==> src/rtl/icache_refill.sv <==
// Direct-mapped instruction cache with a line-refill FSM over a req/gnt + rvalid memory port.
// Hits return data combinationally; misses stall the core until the line is written.
module icache_refill #(
  parameter int INST_W = 32,
  parameter int ADDR_W = 10,
  parameter int LINES  = 8,
  parameter int WORDS  = 4
) (
  input  logic              clk,
  input  logic              rst,
  input  logic              en,
  input  logic              inv,
  input  logic [ADDR_W-1:0] core_addr,
  output logic [INST_W-1:0] core_data,
  output logic              core_stall,
  output logic              mem_req,
  output logic [ADDR_W-1:0] mem_addr,
  input  logic              mem_gnt,
  input  logic              mem_rvalid,
  input  logic [INST_W-1:0] mem_rdata,
  output logic [15:0]       miss_cnt
);
  localparam int OFF_W = $clog2(WORDS);
  localparam int IDX_W = $clog2(LINES);
  localparam int TAG_W = ADDR_W - OFF_W - IDX_W;

  typedef enum logic [1:0] {S_IDLE, S_REQ, S_REFILL, S_DONE} state_t;

  state_t              r_state, w_next;
  logic [LINES-1:0]    r_valid;
  logic [TAG_W-1:0]    r_tag  [LINES];
  logic [INST_W-1:0]   r_data [LINES][WORDS];
  logic [ADDR_W-1:0]   r_miss_addr;
  logic [OFF_W-1:0]    r_beat;
  logic                r_drop;
  logic [15:0]         r_miss_cnt;

  logic [OFF_W-1:0]    w_off;
  logic [IDX_W-1:0]    w_idx, w_miss_idx;
  logic [TAG_W-1:0]    w_tag, w_miss_tag;
  logic                w_hit, w_start, w_last;

  assign w_off      = core_addr[OFF_W-1:0];
  assign w_idx      = core_addr[OFF_W +: IDX_W];
  assign w_tag      = core_addr[ADDR_W-1 -: TAG_W];
  assign w_miss_idx = r_miss_addr[OFF_W +: IDX_W];
  assign w_miss_tag = r_miss_addr[ADDR_W-1 -: TAG_W];

  // An invalidate pulse suppresses the lookup in the same cycle it clears the valids.
  assign w_hit   = (r_state == S_IDLE) & ~inv & r_valid[w_idx] & (r_tag[w_idx] == w_tag);
  assign w_start = (r_state == S_IDLE) & en & ~w_hit & ~inv;
  assign w_last  = mem_rvalid & (r_beat == OFF_W'(WORDS-1));

  always_ff @(posedge clk or posedge rst) begin
    if (rst) r_state <= S_IDLE;
    else     r_state <= w_next;
  end

  always_comb begin
    w_next = r_state;
    case (r_state)
      S_IDLE:   if (w_start) w_next = S_REQ;
      S_REQ:    if (mem_gnt) w_next = S_REFILL;
      S_REFILL: if (w_last)  w_next = S_DONE;
      S_DONE:   w_next = S_IDLE;
      default:  w_next = S_IDLE;
    endcase
  end

  always_comb begin
    mem_req    = (r_state == S_REQ);
    mem_addr   = r_miss_addr;
    core_stall = ~w_hit;
    core_data  = w_hit ? r_data[w_idx][w_off] : '0;
    miss_cnt   = r_miss_cnt;
  end

  always_ff @(posedge clk or posedge rst) begin
    if (rst) begin
      r_valid     <= '0;
      r_miss_addr <= '0;
      r_beat      <= '0;
      r_drop      <= 1'b0;
      r_miss_cnt  <= '0;
    end else begin
      if (w_start) begin
        r_miss_addr <= {core_addr[ADDR_W-1:OFF_W], {OFF_W{1'b0}}};
        if (r_miss_cnt != 16'hFFFF) r_miss_cnt <= r_miss_cnt + 16'd1;
      end
      if (r_state == S_REQ && mem_gnt)           r_beat <= '0;
      else if (r_state == S_REFILL && mem_rvalid) r_beat <= r_beat + 1'b1;
      if (inv)                             r_valid <= '0;
      else if (r_state == S_DONE && !r_drop) r_valid[w_miss_idx] <= 1'b1;
      // A dropped refill still finishes its handshake; the flag only lives until DONE.
      if (r_state == S_DONE)                r_drop <= 1'b0;
      else if (inv && r_state != S_IDLE)    r_drop <= 1'b1;
    end
  end

  always_ff @(posedge clk) begin
    if (r_state == S_REFILL && mem_rvalid) r_data[w_miss_idx][r_beat] <= mem_rdata;
    if (r_state == S_DONE)                 r_tag[w_miss_idx] <= w_miss_tag;
  end

endmodule

==> config.mk <==
export PLATFORM = sky130hd
export DESIGN_NAME = icache_refill
export DESIGN_NICKNAME = d
export VERILOG_FILES = /design/src/rtl/icache_refill.sv
export SDC_FILE = /design/constraint.sdc
export NUM_CORES = 1
export LEC_CHECK = 0
export BUFFER_PORTS_ARGS = -buffer_cell sky130_fd_sc_hd__buf_2
export CAP_MARGIN = 0
export CORE_MARGIN = 3
export CORE_UTILIZATION = 35
export DETAILED_ROUTE_END_ITERATION = 16
export PLACE_DENSITY = 0.53
export SLEW_MARGIN = 20
export SYNTH_ARGS = -nofsm -noshare
export SYNTH_HDL_FRONTEND = slang
export SYNTH_SLANG_ARGS = --single-unit
==> constraint.sdc <==
create_clock -name clk -period 3.7 [get_ports clk]
set_clock_uncertainty 0.1 [all_clocks]
set_input_delay 0 -clock clk [delete_from_list [all_inputs] [get_ports clk]]
set_output_delay 0 -clock clk [all_outputs]
set_load 0.05 [all_outputs]
# == Yosys cells after proc, flatten, opt, wreduce, memory -nomap -nowiden ==
# Memory sizes are Yosys's and may differ from the RTL's.
# Index checks and enable logic that the tools add are counted.
# totals
memories,2
ff_bits,37
output_inout_bits,60
inputBits,48
ramBits,1064
elab_cells,75
# classes
n_lt_le_gt_ge,6
addsub,2
muxes,24
eq_ne,9
reduce_logical,14
bitwise,12
# mem_list
name,depth,width,rd,rd_ports_with_merged_regs,wr,line,rtl
r_data,8,128,1,0,1,32,logic [INST_W-1:0] r_data [LINES][WORDS];
r_tag,8,5,1,0,1,31,logic [TAG_W-1:0] r_tag [LINES];
# op_table
op,count
128-bit two-way mux,1
32-bit two-way mux,4
32-bit binary-select mux with 2-bit select,1
32-bit demux with 2-bit select,1
16-bit by 1-bit adder with 16-bit output (second input constant),1
8-bit two-way mux,2
16-bit inequality test (second input constant),1
2-bit two-way mux,5
3-bit by 4-bit < comparator with 1-bit output (second input constant),2
8-bit bitwise OR,1
2-bit case mux with 4 select lines,1
2-bit nonzero test,4
1-bit bitwise AND,7
1-bit two-way mux,7
2-bit == test (second input constant),3
3-bit greater-or-equal comparator (second input constant),2
1-bit logical AND,6
2-bit inverter with 3-bit output,2
5-bit == test,1
2-bit inequality test (second input constant),2
1-bit binary-select mux with 3-bit select,1
1-bit demux with 3-bit select,1
3-bit by 1-bit greater-or-equal comparator with 1-bit output (second input constant),1
3-bit by 1-bit < comparator with 1-bit output (second input constant),1
8 further kinds,9

# == Logic depth before layout (Yosys ltp) ==
# Gate-level depths: netlist (run 1).
# depth
word_depth,9
mapped_depth,11
depth_no_buf,9

# == Worst setup path before layout (run 1) ==
# OpenSTA, ideal clock, no wires.
# synth_path
kind,register -> register
start,register r_miss_addr[2] (netlist: mem_addr[2])
end,memory r_data[1][100] in the netlist's numbering (enable)
required_time_ns,3.179
synth_period_minus_slack_ns,3.410
path_stages_with_launch,5
path_buffers,2
path_slack_ns,0.290
t_arrival_ns,2.889
setup_ns,0.421
cell_sequence,dfrtp_1 -> clkbuf_1 -> or3b_2 -> clkbuf_1 -> nor2_1
# synth_lines
element,line,rtl
"start, declared",33,logic [ADDR_W-1:0] r_miss_addr;
"start signal, assigned",87,"r_miss_addr <= {core_addr[ADDR_W-1:OFF_W], {OFF_W{1'b0}}};"
"end, declared",32,
# Straight into the memory's write port.

# == Worst setup path in the final report (run 1) ==
# layout_path
start,memory r_tag[4][2] in the netlist's numbering
end,output port core_data[3]
# layout_via
elab_chain_len,4
# layout_lines
element,line,rtl
"start, declared",31,
memory read 8 x 5 bit,-,
5-bit == test,50,assign w_hit = (r_state == S_IDLE) & ~inv & r_valid[w_idx] & (r_tag[w_idx] == w_tag);
1-bit bitwise AND,50,
32-bit two-way mux,74,core_data = w_hit ? r_data[w_idx][w_off] : '0;
"end, declared",14,"output logic [INST_W-1:0] core_data,"
# No other way between the ends.

==> impl_metrics.ini, run 1 <==
[power]
netSwitchingFraction_pct = 23.5
p_per_area_nw_per_um2 = 558
p_comb_share_pct = 8.7
power.internal_mw = 21.3
clkPwrFrac_pct = 39.7
pwr-share-seq_pct = 51.6
netSwitchingPower_mw = 6.55
power_leakage_nw = 15.9
peakVddDrop_v = 0.000360

[yosys]
synth-seq-cells = 1101
yosys.area.top_type_share_pct = 74.9
yosysSeqAreaShare_pct = 77.0
avgSynthCellArea_um2 = 22.4
yosysMostFrequentCell = edfxtp_1
post-synth-top-area-cell = edfxtp_1
synthArstFlopShare_pct = 3.36
synthTopCellsByCount = 1064 x edfxtp_1, 295 x mux4_2, 92 x nor2_1, 62 x a211oi_1, 54 x clkbuf_1
ys_warn_count = 0
synth_top_flop_cell = edfxtp_1
synth-edff-count = 1064
syn-cell-area_um2 = 42700
synthCells = 1906
synth.distinct_cells = 44
ys_top_cells_by_area = edfxtp_1 75%, mux4_2 16%, dfrtp_1 2.2%

[sta]
fmax_mhz = 286
hold_violations = 0
slew_viol_final = 0
rsz0062_at_grt = no
period_share_pct = 94.4
setup_ws_ns = 0.208
max_slew_margin_pct = 24.6
tightest_slew_ns = 1.13
period_minus_slack_ns = 3.49
setup_tns_ns = 0
setup_viol = 0

[placed_design]
place_ws_ns = 0.678
gp_congestion = 0.732
hpwl_mm = 56.4
portBuffers = 105
placed_area_um2 = 45800

[hold_path]
min_path_cells = 3
hold_path.class = in -> reg
hold-path-endpoint = r_valid[7]
min_from = inv

[grt]
grt_use_total_pct = 17.0
grt_max_degree = 86
first_global_vias = 21234
grt-ovfl-total = 0
grt_pass1_wl_mm = 155
antenna_found_initial = 8

[finish]
final_util_pct = 41.5
multi_input_area_um2 = 9480
areaGrowthSynthToFinish_pct = 17.1
ff_latch_area_um2 = 32900
final_area_um2 = 50000
layout.nets = 2206
drive_gt1_share_pct = 30.8
n_fill_cell = 10490

[cts]
clkTransAtPathRegs_ns = 0.06
htree_levels = 3
clk_latency_ns = 0.69
clock_sinks = 1101
cts_root_buffer = clkbuf_16
numCtsBuffers = 110
cts_buffer_depth = 3
cts_tree = built

[critical_path]
timing.rr.end = mem_addr[8]
end_kind = output pin
cp.arrival_ns = 3.39
cp.required_ns = 3.60
crit_path_max_fanout = 28
critPathLaunchType = flop
r2r_slack_ns = 0.71
timing.rr.start = r_tag[4][2]
timing_worst_setup_path_type = reg -> out
worstRegToRegCells = 8

[detailed_routing]
antenna_left = 0
wire_per_inst_um = 27.8
routed_wl_mm = 107
routed_via_density = 5.29
drt_iter0_drc = 2015
vias = 20427
dr.pass1.iters = 5
drc = 0

[floorplan]
die_h_um = 355
die_w_um = 355
core_um2 = 120000
ios = 108
die-area_um2 = 126000
start_util_pct = 35.4
rows = 127

[job]
drv_cap = 0

[status]
outcome = finished, final reports clean
==> registers in the layout (all words and copies together), names as in the netlist <==
| signal | count |
|---|---|
| mem_addr | 8 |
| r_tag | 40 |
| r_state | 2 |
| miss_cnt | 16 |
| r_valid | 8 |
| r_beat | 2 |
| r_drop | 1 |
| r_data | 1024 |
==> power groups by stage <==
stage | logic (mW) | registers [mW] | clock network [mW]
5_1_grt | 2.59 | 14.4 | 11.9
3_3_place_gp | 2.30 | 14.6 | 0
6_report | 2.42 | 14.4 | 11.1
2_1_floorplan | 1.21 | 14.8 | 0
4_1_cts | 2.45 | 14.4 | 11.3
3_5_place_dp | 2.35 | 14.6 | 0
==> cell usage in the layout (no fill, tap or decap), types with 5 or more instances in the layout <==
master	netlist	routed
clkinv_2	0	26
dfrtp_1	37	37
dlygate4sd3_1	0	56
nor2b_1	32	32
and3_1	7	7
nand4_1	6	6
nor2_4	0	32
buf_2	39	100
clkbuf_16	0	112
clkinvlp_4	0	7
ha_1	10	10
a211oi_1	62	62
nor3_1	8	8
buf_4	4	62
a31oi_1	5	5
a21oi_1	37	37
mux2_2	12	12
clkinv_1	0	24
bufinv_16	0	11
nor2_1	92	60
edfxtp_1	1064	1064
mux2i_1	47	47
xnor2_1	13	13
mux4_2	295	295
nand2_1	11	11
inv_1	10	10
buf_12	0	19
nand3_1	12	12
clkbuf_1	54	22
==> layout make-up <==
type	instances	area share [%]
Sequential cell	1101	65.8
Multi-Input combinational cell	685	19.0
Clock buffer	134	5.78
Tap cell	1612	4.04
Timing Repair Buffer	240	3.90
Clock inverter	75	1.41
Inverter	10	0.0751
Antenna cell	3	0.0150
==> per-stage QoR <==
| step | power, mW | hold WS (ns) | cells |
|---|---|---|---|
| after global placement | 16.9 | 0.122 | 3592 |
| after CTS | 28.2 | 0.0545 | 3857 |
| after floorplan | 16.0 | -0.0135 | 1907 |
| after global routing | 28.9 | 0.122 | 3857 |
| after detailed placement | 17.0 | 0.132 | 3592 |
| final | 27.9 | 0.128 | 3860 |
==> worst max-delay path, stage by stage, from the launching register on <==
cell and delay, ns:
edfxtp_1 0.38, mux4_2 0.47, mux2i_1 0.21, xor2_1 0.22, nand4_2 0.17, or2_4 0.42, buf_4 0.32, nor2_1 0.18
buf_2 0.29
==> worst max path at each step <==
stage                             from        endpoint  slack, ns  cells after the start
after CTS                  r_tag[4][2]    core_data[3]       0.12                      8
after floorplan            mem_addr[2]  r_data[1][100]       0.29                      4
after global placement    core_addr[2]   core_data[13]       0.75                      9
after global routing      core_addr[2]   core_data[13]       0.01                     10
final                      r_tag[4][2]    core_data[3]       0.21                      8
after detailed placement  core_addr[2]    core_data[3]       0.68                      9
==> layer usage <==
metal	share of wire (%)	GRT usage, %
met2	47	26.4
met1	44	24.6
met4	2.0	4.46
met3	7.0	3.51
met5	0.012	0
==> cells by family (layout without fill, tap and decap cells) <==
family	count (synthesis)	in the layout	share of synthesized area, %
fa+ha+maj	10	10	0.293
other cells	1	5	0.00879
mux	358	358	17.1
compound gates	112	112	1.76
simple gates	187	187	2.16
xor+xnor	16	16	0.328
flops	1101	1101	77.0
buf+inv	121	459	1.32
==> repair_timing <==
action / CTS / global route
gates resized for setup: 1 / 0
endpoints found under the hold margin: 1088 / 0
buffers inserted: 0 / 0
endpoints found under the setup margin: 22 / 0
hold buffers: 56 / 0
Note: power is estimated with default switching activity, not from simulation.
==> run 2, diff against run 1 <==
==> config.mk (replaced) <==
export PLATFORM = sky130hd
export DESIGN_NAME = icache_refill
export DESIGN_NICKNAME = d
export VERILOG_FILES = /design/src/rtl/icache_refill.sv
export SDC_FILE = /design/constraint.sdc
export NUM_CORES = 1
export LEC_CHECK = 0
export CAP_MARGIN = 0
export CORE_MARGIN = 3
export CORE_UTILIZATION = 50
export DETAILED_ROUTE_END_ITERATION = 16
export DONT_BUFFER_PORTS = 1
export PLACE_DENSITY = 0.68
export SLEW_MARGIN = 20
export SYNTH_ARGS = -nofsm -noshare
export SYNTH_HDL_FRONTEND = slang
export SYNTH_SLANG_ARGS = --single-unit
==> run 2 against run 1 <==
Sequential power about the same. Highest routed layer is now met4. Global-route usage is 4.0 points higher. Power fell by 3.2%. Cell count shrank 15%.
==> impl_metrics.ini, run 2 (same netlist as run 1, synthesis figures left out) <==
[detailed_routing]
routed_wl_mm = 92.8
antenna_left = 0
vias = 19997
dr.pass1.iters = 5
routed_via_density = 6.11
drt_iter0_drc = 2250
drc = 0
wire_per_inst_um = 28.4

[finish]
drive_gt1_share_pct = 27.7
areaGrowthSynthToFinish_pct = 13.9
largest_reg_flops = 1024
final_cell_mix = 1064 x edfxtp_1, 295 x mux4_2, 106 x clkbuf_16
top_register = r_data
n_fill_cell = 5989
multi_input_area_um2 = 9480
ff_latch_area_um2 = 32900
final_common_cell = edfxtp_1
layout.nets = 2114

[power]
total_power_mw = 27.0
p_per_area_nw_per_um2 = 555
pwr-share-seq_pct = 54.0
netSwitchingFraction_pct = 22.1
power_leakage_nw = 15.3
clkPwrFrac_pct = 39.1
p_comb_share_pct = 6.9
peakVddDrop_v = 0.000462
power.internal_mw = 21.0
netSwitchingPower_mw = 5.97

[critical_path]
cp.arrival_ns = 3.41
crit_slowest_cell = or2_4
crit_family = simple AND/OR/NAND/NOR gates
worstRegToRegCells = 7
crit_path_max_fanout = 50
timing.rr.start = miss_cnt[5]
timing_worst_setup_path_type = reg -> out
crit_chain = mux4_2 > mux2i_1 > xor2_1 > nand4_2 > or2_4 > nor2_1 > buf_4
cp_slowest_stage_delay_ns = 0.58
r2r_slack_ns = 0.55
critPathLaunchType = flop
crit_buf_inv = 1
cp.required_ns = 3.60
end_kind = output pin
timing.rr.end = miss_cnt[1]

[floorplan]
rows = 106
die_h_um = 298
ios = 108
die_w_um = 298
die-area_um2 = 88900
core_um2 = 84100
start_util_pct = 50.7

[grt]
grt_use_total_pct = 21.0
met3_usage_pct = 3.92
grt-ovfl-total = 0
grtUsageMet1_pct = 30.2
grt_use_met2_pct = 33.7
grt_pass1_wl_mm = 138
grt_max_degree = 271
antenna_found_initial = 2
first_global_vias = 20418
busiest_layer = met2

[placed_design]
portBuffers = 0
hpwl_mm = 47.3
gp_congestion = 0.746

[sta]
fmax_mhz = 285
hold_violations = 0
setup_tns_ns = 0
setup_viol = 0
period_share_pct = 94.8
slew_viol_final = 0
rsz0062_at_grt = no
period_minus_slack_ns = 3.51
tightest_slew_ns = 1.16
max_slew_margin_pct = 22.9

[cts]
numCtsBuffers = 105
clkTransAtPathRegs_ns = 0.07
cts_tree = built
cts_buffer_depth = 3
clock_sinks = 1101
htree_levels = 3
clk_latency_ns = 0.66
cts_root_buffer = clkbuf_16

[status]
outcome = finished, final reports clean

[hold_path]
min_path_cells = 2
min_from = inv
hold-path-endpoint = r_valid[6]
hold_path.class = in -> reg

[job]
drv_cap = 0
-- run 2: changes by cell type in the layout (fill, tap and decap cells not counted), moves of 4 or more --
cell and delta:
clkbuf_1 -6, buf_2 -85, clkinv_2 -4, buf_4 +6, clkbuf_16 -6, buf_12 -6
-- run 2: layer usage --
metal	up-vias	part of all wire, %
li1	8308	-
met1	10721	41
met2	838	50
met3	130	7.6
met4	0	2.0
met5	-	0
-- run 2: worst max path at each step --
| stage | cells after the start | slack (ns) | endpoint | startpoint |
|---|---|---|---|---|
| 3_5_place_dp | 7 | 0.64 | miss_cnt[1] | miss_cnt[5] |
| 5_1_grt | 7 | 0.03 | core_data[21] | r_tag[7][2] |
| 2_1_floorplan | 4 | 0.29 | r_data[1][100] | mem_addr[2] |
| 3_3_place_gp | 7 | 0.72 | miss_cnt[1] | miss_cnt[5] |
| 6_report | 7 | 0.19 | core_data[21] | r_tag[6][2] |
| 4_1_cts | 7 | 0.17 | core_data[19] | r_tag[6][2] |
-- run 2: what timing repair did --
item | 4_1_cts | 5_1_grt
gates resized for setup | 0 | 0
hold buffers | 62 | 15
endpoints found under the hold margin | 1188 | 480
setup buffers | 0 | 0
-- run 2: per-stage QoR --
stage / utilization (%) / instance area (µm²) / hold WS, ns / cells / setup slack (ns)
3_5_place_dp: 52.9 / 44500 / -0.0965 / 3006 / 0.638
6_report: 57.8 / 48600 / 0.119 / 3272 / 0.194
2_1_floorplan: - / 42700 / -0.0135 / 1907 / 0.290
3_3_place_gp: 52.9 / 44500 / -0.119 / 3006 / 0.717
4_1_cts: 57.7 / 48500 / 0.0896 / 3255 / 0.175
5_1_grt: 57.8 / 48600 / 0.136 / 3272 / 0.0299
-- run 2: layout make-up --
| class | instances | share of cell area, % |
|---|---|---|
| Multi-Input combinational cell | 685 | 19.5 |
| Inverter | 10 | 0.0772 |
| Clock inverter | 65 | 1.34 |
| Timing Repair Buffer | 153 | 2.91 |
| Sequential cell | 1101 | 67.7 |
| Clock buffer | 122 | 5.58 |
| Antenna cell | 2 | 0.0103 |
| Tap cell | 1134 | 2.92 |
-- run 2: power by group through the flow --
stage	logic, mW	registers (mW)	clock network, mW
after detailed placement	1.54	14.8	0
after floorplan	1.21	14.8	0
after global placement	1.51	14.8	0
after CTS	1.86	14.6	10.7
final	1.86	14.6	10.5
after global routing	1.99	14.6	11.2
